[config.mk]
export PLATFORM = sky130hd
export DESIGN_NAME = load_store_unit
export DESIGN_NICKNAME = d
export VERILOG_FILES = /design/src/rtl/load_store_unit.sv
export SDC_FILE = /design/constraint.sdc
export NUM_CORES = 1
export LEC_CHECK = 0
export CAP_MARGIN = 10
export CORE_ASPECT_RATIO = 1.25
export CORE_MARGIN = 2
export CORE_UTILIZATION = 45
export CTS_CLUSTER_SIZE = 10
export DETAILED_ROUTE_END_ITERATION = 8
export PLACE_DENSITY = 0.81
export SETUP_SLACK_MARGIN = 0.05
export SYNTH_ARGS = -nofsm -noshare
export SYNTH_HDL_FRONTEND = slang
export SYNTH_SLANG_ARGS = --single-unit
[constraint.sdc]
create_clock -name clk -period 2.25 [get_ports clk]
set_input_delay 0.5625 -clock clk [delete_from_list [all_inputs] [get_ports clk]]
set_output_delay 0.5625 -clock clk [all_outputs]
set_load 0.01 [all_outputs]
[src/rtl/load_store_unit.sv]
// load_store_unit
//   Initiator side of a single-cycle, word-write data memory. It takes one
//   RV32I load/store at a time and drives the memory pins from registered
//   state only. Sub-word stores are done as a read-modify-write of the word.
//
// Ports
//   clk, rst                  clock, synchronous active-high reset
//   req_valid/req_ready       request handshake (ready only in IDLE)
//   req_write, req_funct3     1=store / 0=load, RV32I width+sign encoding
//   req_addr, req_wdata       byte address, store data
//   resp_valid                one-cycle completion pulse
//   resp_rdata, resp_err      load result / error flag, held until next resp
//   mem_address               word-aligned memory address
//   mem_read, mem_write       memory strobes, never high together
//   mem_wdata, mem_rdata      memory write data / combinational read data
//
// Build option
//   LSU_BOUNDS_CHECK_EN       when defined, accesses outside
//                             [BASE, BASE+SIZE-1] complete with resp_err.
//
// state | meaning
// IDLE  | waiting for a request, req_ready=1
// LOAD  | mem_read asserted, result captured at end of cycle
// ST_RD | mem_read of the word to be merged (SB/SH)
// ST_WR | mem_write of the merged / full word
// RESP  | resp_valid pulse
module load_store_unit #(
  parameter int              AW   = 32,
  parameter int              DW   = 32,
  parameter logic [AW-1:0]   BASE = 'h1000,
  parameter int              SIZE = 1024
) (
  input  logic          clk,
  input  logic          rst,
  input  logic          req_valid,
  output logic          req_ready,
  input  logic          req_write,
  input  logic [2:0]    req_funct3,
  input  logic [AW-1:0] req_addr,
  input  logic [DW-1:0] req_wdata,
  output logic          resp_valid,
  output logic [DW-1:0] resp_rdata,
  output logic          resp_err,
  output logic [AW-1:0] mem_address,
  output logic          mem_read,
  output logic          mem_write,
  output logic [DW-1:0] mem_wdata,
  input  logic [DW-1:0] mem_rdata
);

  typedef enum logic [2:0] {IDLE, LOAD, ST_RD, ST_WR, RESP} state_t;

`ifdef LSU_BOUNDS_CHECK_EN
  localparam bit BOUNDS_EN = 1'b1;
`else
  localparam bit BOUNDS_EN = 1'b0;
`endif

  localparam logic [AW:0] LAST = {1'b0, BASE} + (AW+1)'(SIZE) - 1'b1;

  state_t        state_q, state_d;
  logic [1:0]    addr_lo_q, addr_lo_d;
  logic [2:0]    funct3_q, funct3_d;
  logic [DW-1:0] wdata_q, wdata_d;
  logic          resp_valid_q, resp_valid_d;
  logic [DW-1:0] resp_rdata_q, resp_rdata_d;
  logic          resp_err_q, resp_err_d;
  logic [AW-1:0] mem_address_q, mem_address_d;
  logic          mem_read_q, mem_read_d;
  logic          mem_write_q, mem_write_d;
  logic [DW-1:0] mem_wdata_q, mem_wdata_d;

  logic          illegal, misaligned, range_err, req_err;
  logic [AW:0]   width_m1;
  logic [7:0]    lane_b;
  logic [15:0]   lane_h;
  logic [DW-1:0] load_val, merged;

  // request error decode, evaluated only in IDLE
  always_comb begin
    illegal = 1'b0;
    case (req_funct3)
      3'b000, 3'b001, 3'b010: illegal = 1'b0;
      3'b100, 3'b101:         illegal = req_write;
      default:                illegal = 1'b1;
    endcase
    misaligned = ((req_funct3[1:0] == 2'b01) && req_addr[0]) ||
                 ((req_funct3[1:0] == 2'b10) && (req_addr[1:0] != 2'b00));
    width_m1 = (req_funct3[1:0] == 2'b00) ? (AW+1)'(0) :
               (req_funct3[1:0] == 2'b01) ? (AW+1)'(1) : (AW+1)'(3);
    range_err = BOUNDS_EN &&
                ((req_addr < BASE) || (({1'b0, req_addr} + width_m1) > LAST));
    req_err = illegal || misaligned || range_err;
  end

  // lane selection and extension for loads; lane merge for sub-word stores
  always_comb begin
    case (addr_lo_q)
      2'd0:    lane_b = mem_rdata[7:0];
      2'd1:    lane_b = mem_rdata[15:8];
      2'd2:    lane_b = mem_rdata[23:16];
      default: lane_b = mem_rdata[31:24];
    endcase
    lane_h = addr_lo_q[1] ? mem_rdata[31:16] : mem_rdata[15:0];

    case (funct3_q)
      3'b000:  load_val = {{24{lane_b[7]}}, lane_b};
      3'b001:  load_val = {{16{lane_h[15]}}, lane_h};
      3'b100:  load_val = {24'h0, lane_b};
      3'b101:  load_val = {16'h0, lane_h};
      default: load_val = mem_rdata;
    endcase

    merged = mem_rdata;
    if (funct3_q[1:0] == 2'b00) begin
      case (addr_lo_q)
        2'd0:    merged[7:0]   = wdata_q[7:0];
        2'd1:    merged[15:8]  = wdata_q[7:0];
        2'd2:    merged[23:16] = wdata_q[7:0];
        default: merged[31:24] = wdata_q[7:0];
      endcase
    end else if (addr_lo_q[1]) begin
      merged[31:16] = wdata_q[15:0];
    end else begin
      merged[15:0] = wdata_q[15:0];
    end
  end

  always_comb begin
    state_d       = state_q;
    addr_lo_d     = addr_lo_q;
    funct3_d      = funct3_q;
    wdata_d       = wdata_q;
    resp_valid_d  = 1'b0;
    resp_rdata_d  = resp_rdata_q;
    resp_err_d    = resp_err_q;
    mem_address_d = mem_address_q;
    mem_read_d    = 1'b0;
    mem_write_d   = 1'b0;
    mem_wdata_d   = mem_wdata_q;

    case (state_q)
      IDLE: begin
        if (req_valid) begin
          addr_lo_d = req_addr[1:0];
          funct3_d  = req_funct3;
          wdata_d   = req_wdata;
          if (req_err) begin
            state_d      = RESP;
            resp_valid_d = 1'b1;
            resp_err_d   = 1'b1;
            resp_rdata_d = '0;
          end else begin
            mem_address_d = {req_addr[AW-1:2], 2'b00};
            if (!req_write) begin
              state_d    = LOAD;
              mem_read_d = 1'b1;
            end else if (req_funct3[1:0] == 2'b10) begin
              // full word store needs no read
              state_d     = ST_WR;
              mem_write_d = 1'b1;
              mem_wdata_d = req_wdata;
            end else begin
              state_d    = ST_RD;
              mem_read_d = 1'b1;
            end
          end
        end
      end
      LOAD: begin
        state_d      = RESP;
        resp_valid_d = 1'b1;
        resp_err_d   = 1'b0;
        resp_rdata_d = load_val;
      end
      ST_RD: begin
        state_d     = ST_WR;
        mem_write_d = 1'b1;
        mem_wdata_d = merged;
      end
      ST_WR: begin
        state_d      = RESP;
        resp_valid_d = 1'b1;
        resp_err_d   = 1'b0;
        resp_rdata_d = '0;
      end
      default: state_d = IDLE;
    endcase
  end

  always_ff @(posedge clk) begin
    if (rst) begin
      state_q       <= IDLE;
      addr_lo_q     <= '0;
      funct3_q      <= '0;
      wdata_q       <= '0;
      resp_valid_q  <= 1'b0;
      resp_rdata_q  <= '0;
      resp_err_q    <= 1'b0;
      mem_address_q <= '0;
      mem_read_q    <= 1'b0;
      mem_write_q   <= 1'b0;
      mem_wdata_q   <= '0;
    end else begin
      state_q       <= state_d;
      addr_lo_q     <= addr_lo_d;
      funct3_q      <= funct3_d;
      wdata_q       <= wdata_d;
      resp_valid_q  <= resp_valid_d;
      resp_rdata_q  <= resp_rdata_d;
      resp_err_q    <= resp_err_d;
      mem_address_q <= mem_address_d;
      mem_read_q    <= mem_read_d;
      mem_write_q   <= mem_write_d;
      mem_wdata_q   <= mem_wdata_d;
    end
  end

  assign req_ready   = (state_q == IDLE);
  assign resp_valid  = resp_valid_q;
  assign resp_rdata  = resp_rdata_q;
  assign resp_err    = resp_err_q;
  assign mem_address = mem_address_q;
  assign mem_read    = mem_read_q;
  assign mem_write   = mem_write_q;
  assign mem_wdata   = mem_wdata_q;

endmodule

==> results of run 1 <==
[cell usage after synthesis (5+ instances only)]
cell type | count | area [um2]
o211ai_1 | 5 | 37.5
dfxtp_1 | 122 | 2440
a311oi_1 | 32 | 280
buf_2 | 8 | 40.0
nor3_1 | 5 | 25.0
o21ai_0 | 19 | 95.1
a221oi_1 | 19 | 166
nand2b_1 | 5 | 31.3
clkbuf_1 | 40 | 150
a22o_1 | 19 | 166
nor2_1 | 10 | 37.5
buf_4 | 9 | 67.6
a21boi_0 | 7 | 52.6
a21o_1 | 16 | 120
a21oi_1 | 62 | 310
a221o_1 | 7 | 70.1
mux2i_1 | 7 | 70.1
nand2_1 | 191 | 717
o2bb2ai_1 | 6 | 52.6
inv_1 | 6 | 22.5
and3_1 | 14 | 87.6
a211oi_1 | 16 | 120
[logic make-up after synthesis]
family                 after synthesis
and+or+nand+nor                    242
DFF                                122
buffers and inverters               65
muxes                                9
AOI/OAI and AO/OA                  222
other                                1
[power groups by stage]
stage / combinational, mW / clock, mW / sequential, mW
floorplan: 0.435 / 0 / 2.40
global placement: 0.968 / 0 / 2.38
detailed placement: 0.989 / 0 / 2.39
CTS: 0.996 / 2.58 / 2.35
global route: 1.09 / 2.68 / 2.36
finish: 1.01 / 2.57 / 2.35
[state kept, by name, summed over array words and instances, names as in the netlist]
register,count
mem_wdata,32
resp_rdata,32
mem_address,30
wdata_q,16
funct3_q,3
state_q,3
addr_lo_q,2
mem_read,1
mem_write,1
resp_err,1
resp_valid,1
[layout make-up]
class                      instances  area share [%]
clock inverter                     8           0.812
sequential                       122            29.3
clock buffer                      24            5.91
inverter                           6           0.316
multi-input combinational        475            33.2
tap                              164            2.46
timing repair buffer             236            28.0
[worst register-to-register path, delay by kind of cell (launching register included)]
| family | cells | cell delay, ps |
|---|---|---|
| AO/OA/AOI/OAI | 2 | 560 |
| flip-flops | 1 | 450 |
| AND/OR/NAND/NOR | 2 | 800 |
[how the worst max path moves through the flow]
| stage | slack, ps | cells past startpoint | to |
|---|---|---|---|
| after global placement | -140 | 6 | mem_address[23]$_SDFFE_PP0P_ |
| after floorplan | 410 | 6 | resp_rdata[28]$_SDFFE_PP0P_ |
| after detailed placement | -270 | 6 | mem_wdata[30]$_SDFFE_PP0P_ |
| after global routing | 40 | 6 | mem_wdata[30]$_SDFFE_PP0P_ |
| after CTS | 130 | 6 | mem_wdata[30]$_SDFFE_PP0P_ |
| final | 120 | 7 | mem_wdata[30]$_SDFFE_PP0P_ |
[routing by layer]
layer	wire length (um)	track usage, %
met2	9300	49.1
met3	1450	7.39
met5	0	0
met4	692	13.4
met1	7810	36.2
[per-stage QoR]
stage | util (%) | instances | hold WS, ps
6_report | 69.4 | 1035 | 450
3_3_place_gp | 64.7 | 1003 | 442
4_1_cts | 69.3 | 1035 | 454
3_5_place_dp | 64.7 | 1003 | 444
2_1_floorplan | - | 662 | 433
5_1_grt | 69.4 | 1035 | 467
==> metrics.md, run 1 <==
| Metric | Value |
|---|---|
| Outcome | complete, no violations |
| Ys Warns | 0 |
| R2R cell count | 4 |
| # hold bufs at CTS | 0 |
| First-pass GRT wire length | 30400 um |
| Post-DP Area | 7750 um2 |
| Worst path cell trace | clkdlybuf4s50_1, a221oi_1, buf_4, o2111ai_2, buf_12, nand2_1, a311oi_1 |
| Sequential Power Share | 39.6% |
| Placer Congestion | 0.917 |
| DRC viols | 0 |
| Main combinational cell family by area after synthesis | compound AO/OA/AOI/OAI gates |
| Unrepaired setup endpoints after global routing | yes |
| Final nets | 961 |
| Mapped Cells | 661 |
| Number of global-route vias before repair | 5924 |
| Max frequency | 470 MHz |
| Die height | 127 um |
| Clk slew on worst S/H paths | 50 ps |
| Width of the die | 103 um |
| Post-DP HPWL | 14100 um |
| First-pass detailed-route iteration total | 5 |
| Async SR Flop Fraction | 0% |
| Final setup vio count | 0 |
| Mux cell area share after synthesis | 1.89% |
| IO Port Bufs | 201 |
| Setup_tns | 0 ps |
| Crit path kind | primary input to flip-flop |
| Worst-Margin Slew | 1130 ps |
| Initial antenna violation count | 0 |
| Share of post-route cells with drive strength above 1 | 9.30% |
| Ports | 204 |
| Routed vias | 5939 |
| Critical Path Max Stage Delay | 600 ps |
| Initial drt markers | 396 |
| Total grt overflow | 0 |
| Bufs and invs on worst path | 3 |
| Yosys cell types | 49 |
| R2R Path Start | addr_lo_q[0]$_SDFFE_PP0P_ |
| Largest net degree at the start of global routing | 91 |
| Delay-heaviest family, CP | buffers and inverters |
| CP arrival | 2410 ps |
| Number of flops mapped to enable cells by yosys | 0 |
| Starting Density | 45.7% |
| Max-slew violations | 0 |
| Ant diodes | 0 |
| Worst Hold End | mem_address[10]$_SDFFE_PP0P_ |
| Final wirelength | 19300 um |
| # rows | 45 |
| Number of max-cap violations | 0 |
| Clock sink count | 122 |
| Core Footprint | 12000 um2 |
| Pwr Total | 5.92 mW |
| TritonCTS buffer count | 17 |
| Hold path startpoint | mem_address[10]$_SDFFE_PP0P_ |
| # fillers | 954 |
| Hold path depth | 2 |
| Post-Place Setup Slack | -271 ps |
| Period utilization | 94.5% |
| Most frequent cells in the layout | 199 x clkdlybuf4s50_1, 190 x nand2_1, 122 x dfxtp_1 |
| Crit Path Max Fanout | 30 |
| WP data required | 2540 ps |
| Gates resized, CTS repair | 1 |
| Fin. Hold Viols | 0 |
| Worst Setup Slack, final | 123 ps |
| Sw Share | 25.8% |
| Register area | 2440 um2 |
| Compound-Gate Fraction of Synth Area | 28.9% |
| Crit. End Element | flip-flop |
| Post-route cell area | 8330 um2 |
| TritonCTS clock tree | yes |
| Vias/cell | 5.74 |
| Leak Pwr | 3.01 nW |
| NetSw | 1.53 mW |
| R2R setup slack | 270 ps |
| Worst reg2reg path endpoint | mem_wdata[7]$_SDFFE_PP0P_ |
| Share of the yosys chip area belonging to registers | 44.6% |
| Slew margin rel. | 24.5% |
| Multi-input logic area | 2760 um2 |
| Final ANT Viol Nets | 0 |
| Routed len/inst | 18.6 um |
| #FFs+latches synth | 122 |
| Post-synthesis adder-cell area fraction | 0% |
| Main flop type after synthesis | dfxtp_1 |
| Share of total power in combinational logic | 17.0% |
| Mapped Avg Cell Area | 8.29 um2 |
| CP Launch Type | primary input |
| Die footprint | 13100 um2 |
| Simple-gate portion of the synthesized area | 19.1% |
| Commonest non-fill, non-tap cell in the layout | clkdlybuf4s50_1 |
| Clock power share | 43.4% |
| Mapped cell area | 5480 um2 |
| Global Route Usage Sum | 29.7% |
| Worst skew pair latency | 410 ps |
| Post-CTS setup buffer count | 0 |
| Hold Path Class | flip-flop to flip-flop |
| Tmin final | 2130 ps |
| Area Growth Syn to Fin | 51.9% |
| H-tree level count | 4 |
| Clk buf depth | 2 |
| P_int | 4.39 mW |
| Peak supply drop | 479 uV |
| CTS root buf | clkbuf_16 |
| Post-Synth XOR/XNOR Area | 0% |
| PD cells | 711 nW/um2 |
| Critical path's slowest cell | clkdlybuf4s50_1 |
| Critical path origin | req_funct3[0] |
| Fin Clk Skew | 8.20 ps |
(Power assumes the default switching activity.)
==> run 2, diff against run 1 <==
--- a/config.mk
+++ b/config.mk
@@ -11,6 +11,7 @@
 export CORE_UTILIZATION = 45
 export CTS_CLUSTER_SIZE = 10
 export DETAILED_ROUTE_END_ITERATION = 8
+export GPL_ROUTABILITY_DRIVEN = 1
 export PLACE_DENSITY = 0.81
 export SETUP_SLACK_MARGIN = 0.05
 export SYNTH_ARGS = -nofsm -noshare
==> results of run 2 <==
The final DEF is identical to that of run 1; final timing and power are the same.
